--- src/rtl/ctrl_cmd_decoder_if.sv ---
// ----------------------------------------------------------------------------
// ctrl_cmd_decoder_if
//   Configuration-command channel between the control-packet decoder and the
//   stage config writers. A command is offered with valid and taken on a
//   cycle where valid and ready are both high.
//
//   valid   command available (producer -> consumer)
//   ready   consumer accepts the command (consumer -> producer)
//   vid     5-bit tenant id
//   mod_id  8-bit target module id
//   res_id  8-bit target resource id within the module
//   index   8-bit entry index
//   data    DATA_WIDTH-bit entry payload
//
//   master: the command producer (decoder)   slave: the command consumer
// ----------------------------------------------------------------------------
interface ctrl_cmd_decoder_if #(
  parameter int DATA_WIDTH = 256
);
  logic                  valid;
  logic                  ready;
  logic [4:0]            vid;
  logic [7:0]            mod_id;
  logic [7:0]            res_id;
  logic [7:0]            index;
  logic [DATA_WIDTH-1:0] data;

  modport master (
    output valid, vid, mod_id, res_id, index, data,
    input  ready
  );

  modport slave (
    input  valid, vid, mod_id, res_id, index, data,
    output ready
  );
endinterface

--- src/rtl/ctrl_cmd_decoder.sv ---
// ----------------------------------------------------------------------------
// ctrl_cmd_decoder
//   Parses control packets arriving from the packet filter (no back-pressure)
//   into configuration write commands. Beat 1 carries the VLAN tag (tenant
//   id), beat 2 the module/resource/index, beat 3 the payload; later beats
//   are discarded. Each complete command is buffered in a first-word
//   fall-through FIFO and offered to the config writers. Completed, dropped
//   (FIFO full) and malformed (short) packets are counted.
//
// Ports
//   clk                 clock
//   aresetn             asynchronous active-low reset
//   ctrl_s_axis_tdata   control beat, byte 0 at [7:0]
//   ctrl_s_axis_tkeep   byte enables (ignored)
//   ctrl_s_axis_tuser   sideband (ignored)
//   ctrl_s_axis_tvalid  beat valid, always accepted
//   ctrl_s_axis_tlast   last beat of packet
//   cfg                 command channel (master side), head of the FIFO
//   cmd_done_cnt        commands pushed into the FIFO
//   cmd_drop_cnt        commands lost to a full FIFO
//   cmd_err_cnt         packets shorter than 3 beats
// ----------------------------------------------------------------------------
module ctrl_cmd_decoder #(
  parameter int C_S_AXIS_DATA_WIDTH  = 256,
  parameter int C_S_AXIS_TUSER_WIDTH = 128,
  parameter int CMD_FIFO_DEPTH_BITS  = 3
) (
  input  logic                              clk,
  input  logic                              aresetn,
  input  logic [C_S_AXIS_DATA_WIDTH-1:0]    ctrl_s_axis_tdata,
  input  logic [C_S_AXIS_DATA_WIDTH/8-1:0]  ctrl_s_axis_tkeep,
  input  logic [C_S_AXIS_TUSER_WIDTH-1:0]   ctrl_s_axis_tuser,
  input  logic                              ctrl_s_axis_tvalid,
  input  logic                              ctrl_s_axis_tlast,
  ctrl_cmd_decoder_if.master                cfg,
  output logic [31:0]                       cmd_done_cnt,
  output logic [31:0]                       cmd_drop_cnt,
  output logic [31:0]                       cmd_err_cnt
);

  localparam int DEPTH = 1 << CMD_FIFO_DEPTH_BITS;
  localparam int CMD_W = 5 + 8 + 8 + 8 + C_S_AXIS_DATA_WIDTH;

  localparam logic [CMD_FIFO_DEPTH_BITS-1:0] PTR_ONE  = CMD_FIFO_DEPTH_BITS'(1'b1);
  localparam logic [CMD_FIFO_DEPTH_BITS:0]   CNT_ONE  = (CMD_FIFO_DEPTH_BITS + 1)'(1'b1);
  localparam logic [CMD_FIFO_DEPTH_BITS:0]   CNT_FULL = (CMD_FIFO_DEPTH_BITS + 1)'(DEPTH);
  localparam logic [CMD_FIFO_DEPTH_BITS:0]   CNT_ZERO = (CMD_FIFO_DEPTH_BITS + 1)'(1'b0);

  typedef enum logic [1:0] {
    ST_BEAT1 = 2'd0,
    ST_BEAT2 = 2'd1,
    ST_BEAT3 = 2'd2,
    ST_DRAIN = 2'd3
  } state_t;

  state_t state_r;
  state_t state_nxt_s;

  logic lat_vid_s;
  logic lat_fld_s;
  logic cmd_req_s;
  logic err_s;

  logic [4:0]  vid_r;
  logic [7:0]  mod_id_r;
  logic [7:0]  res_id_r;
  logic [7:0]  index_r;
  logic [11:0] vlan_s;

  logic [CMD_W-1:0]               mem_r [DEPTH];
  logic [CMD_FIFO_DEPTH_BITS-1:0] wr_ptr_r;
  logic [CMD_FIFO_DEPTH_BITS-1:0] rd_ptr_r;
  logic [CMD_FIFO_DEPTH_BITS:0]   count_r;
  logic [CMD_FIFO_DEPTH_BITS:0]   count_nxt_s;
  logic                           valid_r;
  logic                           full_s;
  logic                           push_s;
  logic                           drop_s;
  logic                           pop_s;
  logic [CMD_W-1:0]               cmd_s;
  logic [CMD_W-1:0]               head_s;

  // Sideband inputs carry nothing this block needs.
  logic unused_s;
  assign unused_s = ^{ctrl_s_axis_tkeep, ctrl_s_axis_tuser};

  // The 12-bit VLAN id sits at [127:116]; the tenant id is its bits [8:4].
  assign vlan_s = ctrl_s_axis_tdata[127:116];

  // FSM state register.
  always_ff @(posedge clk or negedge aresetn) begin
    if (!aresetn) begin
      state_r <= ST_BEAT1;
    end else begin
      state_r <= state_nxt_s;
    end
  end

  // FSM next state; gap cycles (tvalid=0) hold the state.
  always_comb begin
    state_nxt_s = state_r;
    if (ctrl_s_axis_tvalid) begin
      case (state_r)
        ST_BEAT1: state_nxt_s = ctrl_s_axis_tlast ? ST_BEAT1 : ST_BEAT2;
        ST_BEAT2: state_nxt_s = ctrl_s_axis_tlast ? ST_BEAT1 : ST_BEAT3;
        ST_BEAT3: state_nxt_s = ctrl_s_axis_tlast ? ST_BEAT1 : ST_DRAIN;
        ST_DRAIN: state_nxt_s = ctrl_s_axis_tlast ? ST_BEAT1 : ST_DRAIN;
        default:  state_nxt_s = ST_BEAT1;
      endcase
    end else begin
      state_nxt_s = state_r;
    end
  end

  // FSM outputs: field latch enables, command request and short-packet flag.
  always_comb begin
    lat_vid_s = 1'b0;
    lat_fld_s = 1'b0;
    cmd_req_s = 1'b0;
    err_s     = 1'b0;
    if (ctrl_s_axis_tvalid) begin
      case (state_r)
        ST_BEAT1: begin
          lat_vid_s = 1'b1;
          err_s     = ctrl_s_axis_tlast;
        end
        ST_BEAT2: begin
          lat_fld_s = 1'b1;
          err_s     = ctrl_s_axis_tlast;
        end
        ST_BEAT3: cmd_req_s = 1'b1;
        ST_DRAIN: cmd_req_s = 1'b0;
        default:  cmd_req_s = 1'b0;
      endcase
    end else begin
      cmd_req_s = 1'b0;
    end
  end

  // Header field capture from beats 1 and 2.
  always_ff @(posedge clk or negedge aresetn) begin
    if (!aresetn) begin
      vid_r    <= 5'd0;
      mod_id_r <= 8'd0;
      res_id_r <= 8'd0;
      index_r  <= 8'd0;
    end else begin
      if (lat_vid_s) begin
        vid_r <= vlan_s[8:4];
      end
      if (lat_fld_s) begin
        mod_id_r <= ctrl_s_axis_tdata[119:112];
        res_id_r <= ctrl_s_axis_tdata[127:120];
        index_r  <= ctrl_s_axis_tdata[135:128];
      end
    end
  end

  assign cmd_s  = {vid_r, mod_id_r, res_id_r, index_r, ctrl_s_axis_tdata};

  // Full is judged on the pre-pop occupancy, so a push into a full FIFO is
  // dropped even when the head is popped in the same cycle.
  assign full_s = (count_r == CNT_FULL);
  assign push_s = cmd_req_s & ~full_s;
  assign drop_s = cmd_req_s & full_s;
  assign pop_s  = valid_r & cfg.ready;

  // Occupancy after this cycle's push/pop.
  always_comb begin
    count_nxt_s = count_r;
    case ({push_s, pop_s})
      2'b10:   count_nxt_s = count_r + CNT_ONE;
      2'b01:   count_nxt_s = count_r - CNT_ONE;
      default: count_nxt_s = count_r;
    endcase
  end

  // FIFO storage, pointers, occupancy and registered non-empty flag.
  always_ff @(posedge clk or negedge aresetn) begin
    if (!aresetn) begin
      for (int i = 0; i < DEPTH; i++) begin
        mem_r[i] <= '0;
      end
      wr_ptr_r <= '0;
      rd_ptr_r <= '0;
      count_r  <= CNT_ZERO;
      valid_r  <= 1'b0;
    end else begin
      if (push_s) begin
        mem_r[wr_ptr_r] <= cmd_s;
        wr_ptr_r        <= wr_ptr_r + PTR_ONE;
      end
      if (pop_s) begin
        rd_ptr_r <= rd_ptr_r + PTR_ONE;
      end
      count_r <= count_nxt_s;
      valid_r <= (count_nxt_s != CNT_ZERO);
    end
  end

  // Head entry is always presented; it only changes on a pop.
  assign head_s     = mem_r[rd_ptr_r];
  assign cfg.valid  = valid_r;
  assign cfg.vid    = head_s[CMD_W-1 -: 5];
  assign cfg.mod_id = head_s[CMD_W-6 -: 8];
  assign cfg.res_id = head_s[CMD_W-14 -: 8];
  assign cfg.index  = head_s[CMD_W-22 -: 8];
  assign cfg.data   = head_s[C_S_AXIS_DATA_WIDTH-1:0];

  // Event counters; the FSM guarantees at most one event per cycle.
  always_ff @(posedge clk or negedge aresetn) begin
    if (!aresetn) begin
      cmd_done_cnt <= 32'd0;
      cmd_drop_cnt <= 32'd0;
      cmd_err_cnt  <= 32'd0;
    end else begin
      if (push_s) begin
        cmd_done_cnt <= cmd_done_cnt + 32'd1;
      end
      if (drop_s) begin
        cmd_drop_cnt <= cmd_drop_cnt + 32'd1;
      end
      if (err_s) begin
        cmd_err_cnt <= cmd_err_cnt + 32'd1;
      end
    end
  end

endmodule

--- src/flat_wrapper.sv ---
// flat-port wrapper written by rule: the top's interface ports become plain ports
module ctrl_cmd_decoder_flat 
#(
  parameter int C_S_AXIS_DATA_WIDTH  = 256,
  parameter int C_S_AXIS_TUSER_WIDTH = 128,
  parameter int CMD_FIFO_DEPTH_BITS  = 3
)
  (clk, aresetn, ctrl_s_axis_tdata, ctrl_s_axis_tkeep, ctrl_s_axis_tuser, ctrl_s_axis_tvalid, ctrl_s_axis_tlast, cmd_done_cnt, cmd_drop_cnt, cmd_err_cnt, cfg_valid, cfg_vid, cfg_mod_id, cfg_res_id, cfg_index, cfg_data, cfg_ready);
  ctrl_cmd_decoder_if #(.DATA_WIDTH(256)) cfg_i ();
  input  logic clk;
  input  logic aresetn;
  input  logic [C_S_AXIS_DATA_WIDTH-1:0] ctrl_s_axis_tdata;
  input  logic [C_S_AXIS_DATA_WIDTH/8-1:0] ctrl_s_axis_tkeep;
  input  logic [C_S_AXIS_TUSER_WIDTH-1:0] ctrl_s_axis_tuser;
  input  logic ctrl_s_axis_tvalid;
  input  logic ctrl_s_axis_tlast;
  output logic [31:0] cmd_done_cnt;
  output logic [31:0] cmd_drop_cnt;
  output logic [31:0] cmd_err_cnt;
  output wire logic [$bits(cfg_i.valid)-1:0] cfg_valid;
  output wire logic [$bits(cfg_i.vid)-1:0] cfg_vid;
  output wire logic [$bits(cfg_i.mod_id)-1:0] cfg_mod_id;
  output wire logic [$bits(cfg_i.res_id)-1:0] cfg_res_id;
  output wire logic [$bits(cfg_i.index)-1:0] cfg_index;
  output wire logic [$bits(cfg_i.data)-1:0] cfg_data;
  input wire logic [$bits(cfg_i.ready)-1:0] cfg_ready;
  assign cfg_valid = cfg_i.valid;
  assign cfg_vid = cfg_i.vid;
  assign cfg_mod_id = cfg_i.mod_id;
  assign cfg_res_id = cfg_i.res_id;
  assign cfg_index = cfg_i.index;
  assign cfg_data = cfg_i.data;
  assign cfg_i.ready = cfg_ready;
  ctrl_cmd_decoder #(.C_S_AXIS_DATA_WIDTH(C_S_AXIS_DATA_WIDTH), .C_S_AXIS_TUSER_WIDTH(C_S_AXIS_TUSER_WIDTH), .CMD_FIFO_DEPTH_BITS(CMD_FIFO_DEPTH_BITS)) u_core (.clk(clk), .aresetn(aresetn), .ctrl_s_axis_tdata(ctrl_s_axis_tdata), .ctrl_s_axis_tkeep(ctrl_s_axis_tkeep), .ctrl_s_axis_tuser(ctrl_s_axis_tuser), .ctrl_s_axis_tvalid(ctrl_s_axis_tvalid), .ctrl_s_axis_tlast(ctrl_s_axis_tlast), .cfg(cfg_i), .cmd_done_cnt(cmd_done_cnt), .cmd_drop_cnt(cmd_drop_cnt), .cmd_err_cnt(cmd_err_cnt));
endmodule
--- config.mk ---
export PLATFORM = sky130hd
export DESIGN_NAME = ctrl_cmd_decoder_flat
export DESIGN_NICKNAME = d
export VERILOG_FILES = /design/src/rtl/ctrl_cmd_decoder_if.sv /design/src/rtl/ctrl_cmd_decoder.sv /design/src/flat_wrapper.sv
export SDC_FILE = /design/constraint.sdc
export NUM_CORES = 2
export LEC_CHECK = 0
export CORE_ASPECT_RATIO = 1.1
export CORE_UTILIZATION = 53
export CTS_CLUSTER_DIAMETER = 120
export DETAILED_ROUTE_END_ITERATION = 7
export GPL_ROUTABILITY_DRIVEN = 0
export PLACE_DENSITY = 0.79
export SKIP_LAST_GASP = 1
export SLEW_MARGIN = 20
export SYNTH_ARGS = -nofsm -noshare
export SYNTH_HDL_FRONTEND = slang
export SYNTH_SLANG_ARGS = --single-unit
--- constraint.sdc ---
create_clock -name clk -period 2.5 [get_ports clk]
set_input_delay 0.375 -clock clk [delete_from_list [all_inputs] [get_ports clk]]
set_output_delay 0.375 -clock clk [all_outputs]
set_load 0.02 [all_outputs]
# Word-level counts from Yosys, hierarchy flattened
# Cells that the tools add are included.
# totals
wordCells	66
output_inout_bits	382
regBits	2418
in_bits	421
# op_classes
addsub	7
eq_ne	6
n_lt_le_gt_ge	3
reduce_logical	5
bitwise_logic	6
muxes	19
# ops
cell	count
bitwise mux 2280 bit	1
binary-select mux 285 bit (select 3 bit)	1
demux 285 bit (select 3 bit)	1
two-way mux 285 bit	3
adder 32 x 1 -> 32 bit (second input constant)	3
two-way mux 1 bit	9
greater-or-equal comparator 4 bit (second input constant)	2
NOT 3 -> 4 bit	2
one-hot mux 4 bit (2 select lines)	1
adder 3 x 1 -> 3 bit (second input constant)	2
equality test 2 bit (second input constant)	3
one-hot mux 2 bit (3 select lines)	1
adder 4 x 1 -> 4 bit (second input constant)	1
equality test 2 x 1 -> 1 bit (second input constant)	2
equality test 4 bit (second input constant)	1
less-than comparator 4 x 1 -> 1 bit (second input constant)	1
two-way mux 2 bit	2
nonzero test 4 bit	1
OR reduction 2 bit	2
subtractor 4 x 1 -> 4 bit (second input constant)	1
bitwise AND 1 bit	3
logical NOT 2 bit	1
logical AND 1 bit	1
NOT 1 bit	1

# Longest topological paths before layout
# logic_depth
depth_word	7
ltp_mapped	11
depth_no_buf	10

# Least setup slack after synthesis
# No wires, ideal clock.
# synth_timing
path_type	flip-flop to output port
startpoint	register u_core.rd_ptr_r[0]
endpoint	output port cfg_data[185]
path_buffers	4
arrival_ns	2.176
setup_slack_ns	-0.051
stages_incl_launch_ff	7
t_required_ns	2.125
path_cell_list	dfrtp_1 -> clkbuf_1 -> clkbuf_1 -> clkbuf_1 -> buf_2 -> mux4_2 -> mux2_2
# synth_between
elab_chain_cells	4
# synth_lines
item	line_no	text
start, declared	ctrl_cmd_decoder.sv:72	logic [CMD_FIFO_DEPTH_BITS-1:0] rd_ptr_r;
start signal, assigned	ctrl_cmd_decoder.sv:194	rd_ptr_r <= rd_ptr_r + PTR_ONE;
NOT 3 -> 4 bit (implied by the code)	ctrl_cmd_decoder.sv:202	assign head_s = mem_r[rd_ptr_r];
binary-select mux 285 bit (select 3 bit)	ctrl_cmd_decoder.sv:202	
two-way mux 285 bit (implied by the code) (2 in series)	ctrl_cmd_decoder.sv:202	
end, declared	flat_wrapper.sv:25	output wire logic [$bits(cfg_i.data)-1:0] cfg_data;
# No other way between the ends. The select of a mux whose other input is x is not followed.

# Worst setup path in the final report
# layout_timing
startpoint	register u_core.rd_ptr_r[0]
endpoint	output port cfg_data[70]
# The elaborated chain is that of the path after synthesis.

==> reports/results.ini <==
[run_status]
outcome=finished, violations left
violations=setup timing

[final_layout]
layout_common_cells=dfrtp_1 (2415), mux2_2 (2178), mux4_2 (570)
final_common_cell=dfrtp_1
n_fill_cell=13200
nets=7883
syn2layout_area_growth_pct=23.8
drive_above_1_share=0.549

[route]
drt_wl_total_um=271000
topRoutingLayerUsed=met5
route.met2.wl_um=135000
first_pass_iters=7
wl_met3_um=14400
met1_length_um=113000
via_per_inst=5.98
initialDrtViolationCount=3440
antenna_left=0
routedWlPerCell_um=26.4
route.detailed.drc=0
vias=61500

[placement]
pre_cts_ws_ps=-325
io_buffer_count=642
dp_hpwl_um=173000

[floorplan]
die-area_um2=204000
io_pins=803
fp.dieW_um=430
start_util=0.534
rows=172
die_h_um=473
core_area_um2=200000

[clocking]
clock-root-buffer=clkbuf_16
cts_max_level=4
cts_max_path_buffers=3
cts_tree=done
clkTransAtPathRegs_ps=60
cts_buffers=239
clock_latency_ps=930
cts.sinks=2418

[pwr]
pwr-share-seq=0.366
irDropWorstVdd_uv=891
netSwitchingFraction=0.314
internal-power_mw=114
clkPwrFrac=0.225
p_per_area_nw_per_um2=1260
total_power_mw=167
p_comb_frac=0.409
p_leak_nw=62.1
netSwitchingPower_mw=52.4

[min_path]
hold_class=input port to asynchronous set/reset pin

[job]
cap_violations=0

[global_route]
grt_max_degree=121
gr-usage-all-layers=0.261
grt_pass1_wl_um=410000
first_global_vias=67200
antenna_found_initial=46
grt_overflow=0

[logic_synthesis]
ys_ff_latch=2418
synth_warnings=0
avgSynthCellArea_um2=16.8
synth_edf_count=0
ys.flop_type=dfrtp_1
seq_area_frac_synth=0.566
synth.distinct_cells=44
ys_async_sr_fraction=1.00
syn_inst=6354
syn_area_um2=107000
synthesis.nets=6783

[timing]
tightest_slew_ps=740
report.final.slew_viol_count=0
fmax_mhz=286
setup_tns_ps=-239540
report.final.setup_viol=285
finalHoldViolCount=0
setup_slack_ps=-997
fin_crit_ps=3500
clock_skew_ps=85.3
period_share=1.40
rsz0062_at_grt=yes
relSlewSlack=0.507

[worst_setup_path]
cp-end-kind=output pin
reg2reg_from=u_core.count_r[1]$_DFF_PN0_
worstPathRequired_ps=2120
crit_path_start_kind=flip-flop
r2r_slack_ps=30
worst-path-max-fanout=5
reg2reg_depth=9
startpoint=u_core.rd_ptr_r[0]$_DFFE_PN0P_
crit_type=flip-flop to output pin
crit-reg2reg-capture=u_core.cfg.valid$_DFF_PN0_
arrival_ps=3120
crit_end=cfg_data[70]

routing by layer:
layer | track usage | vias to the layer above
met3 | 0.0555 | 420
met1 | 0.343 | 33600
met5 | 0 | -
met2 | 0.433 | 1317
met4 | 0.0872 | 48
li1 | - | 26100
stage by stage:
| step | instance area [um^2] | utilization | cells | hold slack [ps] |
|---|---|---|---|---|
| 2_1_floorplan | 107000 | - | 6354 | 79.4 |
| 3_3_place_gp | 120000 | 0.602 | 9648 | 367 |
| 3_5_place_dp | 120000 | 0.602 | 9648 | 372 |
| 4_1_cts | 129000 | 0.645 | 10100 | 31.2 |
| 5_1_grt | 132000 | 0.661 | 10300 | 70.3 |
| 6_report | 132000 | 0.661 | 10300 | 79.2 |
power by group through the flow:
| stage | combinational, mW | clock, mW | sequential (mW) |
|---|---|---|---|
| after detailed placement | 60.9 | 0 | 61.2 |
| after CTS | 61.4 | 38.1 | 60.7 |
| after floorplan | 39.7 | 0 | 58.4 |
| final | 68.2 | 37.4 | 61.0 |
| after global placement | 59.6 | 0 | 59.9 |
| after global routing | 71.7 | 39.7 | 62.5 |
logic make-up after synthesis:
| kind of cell | count (synthesis) | synth area share |
|---|---|---|
| xor+xnor | 100 | 0.00819 |
| fa+ha+maj | 8 | 0.000936 |
| simple gates | 208 | 0.0115 |
| flops | 2418 | 0.566 |
| compound gates | 7 | 0.000445 |
| mux | 3170 | 0.394 |
| buf+inv | 443 | 0.0192 |
registers in the layout (all words and copies together) (netlist names), 5 cells and up:
| name | flops |
|---|---|
| u_core.cmd_done_cnt | 32 |
| u_core.cmd_drop_cnt | 32 |
| u_core.cmd_err_cnt | 32 |
| u_core.index_r | 8 |
| u_core.mem_r | 2280 |
| u_core.mod_id_r | 8 |
| u_core.res_id_r | 8 |
| u_core.vid_r | 5 |
area by class of cell:
cell class	count	area, um^2	share of cell area
flip-flops and latches	2418	60500	0.457
multi-input cells	3493	44900	0.339
repair buffers	1292	15200	0.115
clock buffers	335	6800	0.0514
well taps	2610	3270	0.0247
clock inverters	107	1510	0.0114
diodes	23	57.6	0.000435
inverters	10	37.5	0.000284
how the worst min path moves through the flow:
| stage | to | slack [ps] | cells past startpoint |
|---|---|---|---|
| 5_1_grt | u_core.mem_r[367]$_DFFE_PN0P_ | 70 | 2 |
| 3_3_place_gp | u_core.mem_r[367]$_DFFE_PN0P_ | 370 | 1 |
| 4_1_cts | u_core.mem_r[1792]$_DFFE_PN0P_ | 30 | 2 |
| 2_1_floorplan | u_core.cfg.valid$_DFF_PN0_ | 80 | 0 |
| 3_5_place_dp | u_core.mem_r[367]$_DFFE_PN0P_ | 370 | 1 |
| 6_report | u_core.mem_r[1227]$_DFFE_PN0P_ | 80 | 2 |
cell usage after synthesis, drive strengths merged, types with 7 or more instances:
cell	n	area share
mux2	2599	0.27
dfrtp	2418	0.57
mux4	570	0.12
buf	283	0.014
clkbuf	150	0.0053
xnor2	76	0.0062
nand3	40	0.0019
nand2	37	0.0013
nand4	34	0.0020
xor2	24	0.0020
nor3	22	0.0011
nor2	14	0.00056
and4	12	0.00098
and3	11	0.00064
inv	10	0.00035
ha	8	0.00094
nor4	8	0.00059
and2	7	0.00041
worst max-delay path, cell delays in order, from the launching register on:
cell     delay, ps
dfrtp_4        530
buf_6          160
buf_12         140
buf_12         140
buf_8          130
buf_16         140
buf_8          120
mux4_2         440
mux2_4         290
buf_6          140
repair_timing:
item	in CTS	in global routing
resized for setup	112	1066
gates cloned	4	40
setup buffers	7	126
endpoints found under the hold margin	646	0
hold buffers	1	0
endpoints found under the setup margin	287	355
Power figures use the tool's default switching activity.
